==> src/rtl/bus_rr_arbiter.sv <==
// rtl/bus_rr_arbiter.sv - four-master round-robin bus arbiter with transfer timeout
//
// Ports:
//   clk        clock
//   reset_     synchronous active-low reset
//   m_req_     per-master bus request, active-low
//   m_as_      shared address strobe (post master mux), active-low
//   m_rdy_     shared slave ready (post slave mux), active-low
//   m_grnt_    per-master grant, active-low, registered, at most one low
//   bus_owner  index of the current or most recent owner
//   bus_tmo    one-cycle pulse when a transfer times out
//   tmo_owner  index of the master that last timed out
module bus_rr_arbiter #(
    parameter int MASTER_CH = 4,
    parameter int TIMEOUT   = 16,
    parameter int TMO_W     = 5
) (
    input  logic                 clk,
    input  logic                 reset_,
    input  logic [MASTER_CH-1:0] m_req_,
    input  logic                 m_as_,
    input  logic                 m_rdy_,
    output logic [MASTER_CH-1:0] m_grnt_,
    output logic [1:0]           bus_owner,
    output logic                 bus_tmo,
    output logic [1:0]           tmo_owner
);

    typedef enum logic [1:0] {
        IDLE    = 2'd0,
        BUSY    = 2'd1,
        RECOVER = 2'd2
    } state_t;

    localparam logic [TMO_W-1:0] CNT_LAST = TMO_W'(TIMEOUT - 1);

    state_t                 state_q;
    logic [MASTER_CH-1:0]   grnt_q;
    logic [1:0]             owner_q;
    logic                   tmo_q;
    logic [1:0]             tmo_owner_q;
    logic [TMO_W-1:0]       cnt_q;

    logic                   win_found;
    logic [1:0]             win_idx;
    logic [1:0]             cand;
    logic                   wait_cyc;

    // Search owner+1, +2, +3 and finally owner itself; the 2-bit add wraps
    // naturally, so i == 4 lands back on the owner.
    always_comb begin
        win_found = 1'b0;
        win_idx   = owner_q;
        cand      = 2'd0;
        for (int i = 1; i <= 4; i++) begin
            cand = owner_q + 2'(i);
            if (!win_found && !m_req_[cand]) begin
                win_found = 1'b1;
                win_idx   = cand;
            end
        end
    end

    // A wait cycle is an address phase the selected slave has not answered.
    assign wait_cyc = !m_as_ && m_rdy_;

    always_ff @(posedge clk) begin
        if (!reset_) begin
            state_q     <= IDLE;
            grnt_q      <= '1;
            owner_q     <= 2'd0;
            tmo_q       <= 1'b0;
            tmo_owner_q <= 2'd0;
            cnt_q       <= '0;
        end else begin
            tmo_q <= 1'b0;
            case (state_q)
                IDLE: begin
                    cnt_q <= '0;
                    if (win_found) begin
                        owner_q <= win_idx;
                        grnt_q  <= ~(MASTER_CH'(1) << win_idx);
                        state_q <= BUSY;
                    end
                end
                BUSY: begin
                    // Timeout wins over a release sampled on the same edge.
                    if (wait_cyc && (cnt_q == CNT_LAST)) begin
                        tmo_q       <= 1'b1;
                        tmo_owner_q <= owner_q;
                        grnt_q      <= '1;
                        cnt_q       <= '0;
                        state_q     <= RECOVER;
                    end else if (m_req_[owner_q]) begin
                        // Owner's own bit is high here, so it cannot re-win.
                        cnt_q <= '0;
                        if (win_found) begin
                            owner_q <= win_idx;
                            grnt_q  <= ~(MASTER_CH'(1) << win_idx);
                        end else begin
                            grnt_q  <= '1;
                            state_q <= IDLE;
                        end
                    end else if (wait_cyc) begin
                        cnt_q <= cnt_q + TMO_W'(1);
                    end else begin
                        cnt_q <= '0;
                    end
                end
                RECOVER: begin
                    // Dead cycle; owner_q still names the timed-out master so
                    // the following IDLE search starts just past it.
                    cnt_q   <= '0;
                    grnt_q  <= '1;
                    state_q <= IDLE;
                end
                default: begin
                    cnt_q   <= '0;
                    grnt_q  <= '1;
                    state_q <= IDLE;
                end
            endcase
        end
    end

    assign m_grnt_   = grnt_q;
    assign bus_owner = owner_q;
    assign bus_tmo   = tmo_q;
    assign tmo_owner = tmo_owner_q;

endmodule

==> config.mk <==
export PLATFORM = sky130hd
export DESIGN_NAME = bus_rr_arbiter
export DESIGN_NICKNAME = d
export VERILOG_FILES = /design/src/rtl/bus_rr_arbiter.sv
export SDC_FILE = /design/constraint.sdc
export NUM_CORES = 1
export LEC_CHECK = 0
export BUFFER_PORTS_ARGS = -buffer_cell sky130_fd_sc_hd__buf_2
export CAP_MARGIN = 20
export CELL_PAD_IN_SITES_DETAIL_PLACEMENT = 1
export CELL_PAD_IN_SITES_GLOBAL_PLACEMENT = 1
export CORE_UTILIZATION = 44
export CTS_BUF_LIST = sky130_fd_sc_hd__clkbuf_8
export DETAILED_ROUTE_END_ITERATION = 10
export GPL_TIMING_DRIVEN = 0
export PLACE_DENSITY = 0.86
export SETUP_SLACK_MARGIN = 0.4
export SYNTH_ARGS = -nofsm -noshare
export SYNTH_HDL_FRONTEND = slang
export SYNTH_SLANG_ARGS = --single-unit
==> constraint.sdc <==
create_clock -name clk -period 2.91 [get_ports clk]
set_input_delay 0.291 -clock clk [delete_from_list [all_inputs] [get_ports clk]]
set_output_delay 0.291 -clock clk [all_outputs]
set_load 0.05 [all_outputs]
# Yosys cells after proc, flatten, opt, wreduce, memory -nomap -nowiden
# Cells that the tools add are included.
# op_classes
add_sub_neg	4
mul	0
div_mod_pow	0
order_cmp	4
eq_ne	7
shift	1
mux	31
bitwise	4
reduce_logical	19
# op_table
operator	n
2-bit 2-to-1 mux	11
4-bit 2-to-1 mux	4
2-bit by 3-bit < comparator with 1-bit output (second input constant)	4
1-bit 2-to-1 mux	9
1-bit binary-select mux with 2-bit select	4
2-bit case mux with 2 select lines	2
4-bit case mux with 2 select lines	1
1-bit zero test	6
2-bit != test (second input constant)	3
3-bit != test (second input constant)	2
2-bit AND reduction	3
3-bit AND reduction	2
5-bit by 1-bit adder with 5-bit output (second input constant)	1
5-bit by 4-bit == test with 1-bit output (second input constant)	1
1-bit logical AND	5
5-bit OR reduction	1
2-bit adder (second input constant)	2
4-bit NOT	1
1-bit by 2-bit left shift with 4-bit output (first input constant)	1
1-bit NOT	3
2-bit by 1-bit adder with 2-bit output (second input constant)	1
2-bit by 1-bit == test with 1-bit output (second input constant)	1
2-bit zero test	1
2-bit nonzero test	1
# totals
regBits	16
latchBits	0
ramBits	0
romBits	0
in_bits	8
word_cells	76
n_memories	0

# Depth between registers and ports, before layout
# depth
word_depth	18
ltp_mapped	8

# Worst setup path before layout
# OpenSTA, ideal clock, no wires.
# synth_path
kind	register -> register
startpoint	register owner_q[0], in the netlist bus_owner[0]
endpoint	register grnt_q[0], in the netlist m_grnt_[0]
setup_time_ns	0.122
arrival_ns	1.912
required_ns	2.788
setup_slack_ns	0.876
stages_incl_launch_ff	5
path_buffers	1
synth_period_minus_slack_ns	2.034
path_cell_list	dfxtp_1 buf_6 mux4_2 o41a_1 o32a_1
# synth_via
elab_chain_cells	18
word_cells_on_any_way	37
classes_between	add/sub (3); eq/ne (2); shift (1); mux (21); bitwise (1); reduce/logical (9)
# synth_lines
item	line_no	source
start, declared	39	logic [1:0] owner_q;
start signal, assigned	81	owner_q <= win_idx;
start signal, assigned	98	owner_q <= win_idx;
2-bit adder	56	cand = owner_q + 2'(i);
1-bit binary-select mux with 2-bit select	57	if (!win_found && !m_req_[cand]) begin
1-bit 2-to-1 mux (implied by the code)	57	
1-bit zero test	57	
1-bit logical AND	57	
1-bit 2-to-1 mux	57	
1-bit zero test	57	
1-bit logical AND	57	
[... 2 more ...]	-	
1-bit logical AND	57	
2-bit 2-to-1 mux	57	
1-bit by 2-bit left shift with 4-bit output	82, 99	
4-bit NOT	82, 99	
4-bit 2-to-1 mux	97	if (win_found) begin
4-bit 2-to-1 mux	94	end else if (m_req_[owner_q]) begin
4-bit 2-to-1 mux	88	if (wait_cyc && (cnt_q == CNT_LAST)) begin
4-bit case mux with 2 select lines	77	case (state_q)
end signal, assigned	82	grnt_q <= ~(MASTER_CH'(1) << win_idx);
end signal, assigned	99	grnt_q <= ~(MASTER_CH'(1) << win_idx);
end, declared	38	logic [MASTER_CH-1:0] grnt_q;
# Parallel ways exist; a longest one is shown, timed or not. The select of a mux whose other input is x is not followed.
# A chain may end at the register's enable or synchronous reset.

# Final worst setup path
# layout_path
startpoint	register cnt_q[0]
endpoint	register grnt_q[3], in the netlist m_grnt_[3]
# layout_via
elab_chain_cells	4
word_cells_on_any_way	6
classes_between	eq/ne (2); mux (2); reduce/logical (2)
# layout_lines
item	line_no	source
start, declared	42	logic [TMO_W-1:0] cnt_q;
start signal, assigned	105	cnt_q <= cnt_q + TMO_W'(1);
5-bit by 4-bit == test with 1-bit output (*)	88	
1-bit logical AND (*)	88	
4-bit 2-to-1 mux or 3-bit != test (tied branches)	-	
4-bit case mux with 2 select lines or 2-bit AND reduction (tied branches)	-	
# Mark *: on every way between the ends. The rest lies on a longest branch, timed or not.

==> out/metrics.cfg <==
[routing]
dr_wl_met3_microns=68
vias=661
routedWlPerCell_microns=17.0
wl_met1_microns=806
top_layer=met4
wl_microns=1900
antenna_left=0
drtIter0Drc=8
first_pass_iters=2
drc_errors=0
viasPerCell=5.90
wl_met2_microns=1010

[synth]
synth_common_cells=16 x dfxtp_1, 7 x nor2_1
synth-main-ff-cell=dfxtp_1
yosys.area.top_type_share=0.424
synth_edf_count=0
synth_top_area_cell=dfxtp_1
netlist_area_sq_um=756
ys_seq_area_frac=0.424
synth-simple-area-share=0.230
synth_top_family_by_area=simple AND/OR/NAND/NOR gates
synth_compound_area_frac=0.164
synth.avg_cell_area_sq_um=9.94
synthesis.nets=86
synthXorXnorAreaFrac=0.0232
yosysMostFrequentCell=dfxtp_1
synth_area_leaders=dfxtp_1 42%, o32a_1 5.3%, mux2i_1 4.0%
ys_ff_latch=16
async_flop_share=0
synth.lib_cells_used.distinct=35
ys_warn_count=0
synth_fa_ha_area_frac=0.0331
syn_inst=76
synthMuxAreaShare=0.0695

[setup_path]
cpMaxStageDelayCell=o32a_1
crit_fanout=6
crit_arrival_ns=2.19
critPathBufInv=1
cp.required_ns=3.05
cpPeakStageDelay_ns=0.33
crit_path_end_kind=register
r2r_start=cnt_q[0]$_SDFF_PP0_
crit_family=simple AND/OR/NAND/NOR gates
critical_path_class=register to register
critPathLaunch=cnt_q[0]$_SDFF_PP0_
worstPathCellList=ha_1 -> and3_1 -> ha_1 -> nand3b_1 -> a21oi_1 -> or2_1 -> buf_6 -> o32a_1
worst_setup_path_start_kind=register
crit_top_cell=ha_1

[clock_tree]
cts.sinks=16
insertion_delay_ns=0.25
cts_tree=yes
cts_root_buffer=clkbuf_8
cts_buffers=3
cts.clk_slew.worst_paths_ns=0.06
cts_buffer_depth=2
cts_setup_buffers=0
cts_max_level=1
cts_resized=0
ctsHoldBuffers=0

[timing]
maxSlewHeadroom=0.582
min_period_ns=2.05
holdWs_ns=0.357
hold_viol=0
slew_viol_final=0
rsz0062_at_grt=false
setup_viol=0
tightest_slew_ns=0.622
timing.fmax_ghz=0.489
setup-tns-final_ns=0
period_share=0.703
clock-skew-final_ns=0.00277

[power_and_ir_drop]
powerDensity_nw_per_um2=655
vdd_ir_drop_max_mv=0.449
p_leak_nw=0.390

[grt]
overflow=0
grt_pass1_wl_microns=3220
grt_antenna_before_repair=0
grt_usage=0.231
grt_max_degree=11
grt_pass1_vias=738

[job]
maxCapViolCount=0

[worst_hold_path]
hp-start=reset_
min-delay-path-class=primary input to register

[finish]
drive_above_1_share=0.271
fillerInstances=189
fin_cells=112
syn_to_final_growth_pct=20.5
antenna_cells=0
fin_nets=107
fin_area_sq_um=911

[floorplan]
rows=14
die_area_sq_um=1890
dieWidth_microns=43.4
dieHeight_microns=43.4
fp.coreArea_sq_um=1560
start_util=0.485
io_pins=17

[outcome]
status=finished clean

[placed_design]
gp_congestion=0.725
dp.cells=108
placed_cell_area_sq_um=856
io_buffers=16
hpwl_microns=1310

## logic make-up after synthesis
family | count (synthesis)
adder cells (fa/ha/maj) | 2
flip-flops | 16
AO/OA/AOI/OAI | 14
multiplexers | 4
AND/OR/NAND/NOR | 31
buffers and inverters | 7
XOR/XNOR | 2
## layout by cell type (no fill, tap or decap), types with 2 or more instances in the layout
master,n
buf_2,17
dfxtp_1,16
nor2_1,7
inv_1,4
nor2b_1,4
nand2_1,4
o32a_1,4
clkbuf_8,4
mux2i_1,3
nand2b_1,2
buf_6,2
nor3b_1,2
or3_1,2
and2_1,2
ha_1,2
## routing by layer
layer	vias to the layer above	global-route usage
met5	-	0
met4	0	0.0750
met3	5	0.0542
met2	17	0.436
met1	323	0.251
li1	316	-
## final timing paths
check	slack [ns]	to	depth (start not counted)
setup / recovery	0.86	m_grnt_[3]$_SDFFE_PN1P_	8
hold / removal	0.36	bus_owner[0]$_SDFFE_PN0P_	2
setup reg to reg	0.86	m_grnt_[3]$_SDFFE_PN1P_	8
hold reg to reg	0.45	cnt_q[0]$_SDFF_PP0_	1
## stage by stage
stage	total power [mW]	utilization	setup slack, ns
floorplan	0.363	-	0.876
global placement	0.396	0.549	0.943
detailed placement	0.401	0.549	0.873
CTS	0.598	0.584	0.850
global route	0.621	0.584	0.746
finish	0.597	0.584	0.864
## report_power, final
part,switching (mW),internal (mW)
Combinational,0.103,0.0571
Clock,0.0760,0.120
Sequential,0.00736,0.233
Total,0.187,0.410
## area by class of cell
class                   count  area [sq um]  area share
plain buffers               3          27.5      0.0302
clock buffers               4          55.1      0.0604
inverters                   4          15.0      0.0165
well taps                  16          20.0      0.0220
repair buffers             16          80.1      0.0879
flip-flops and latches     16           320       0.352
multi-input cells          53           393       0.431
## registers in the layout, summed over array words and instances (netlist names)
name,count
bus_owner,2
bus_tmo,1
tmo_owner,2
state_q,2
m_grnt_,4
cnt_q,5
Power figures use the tool's default switching activity.
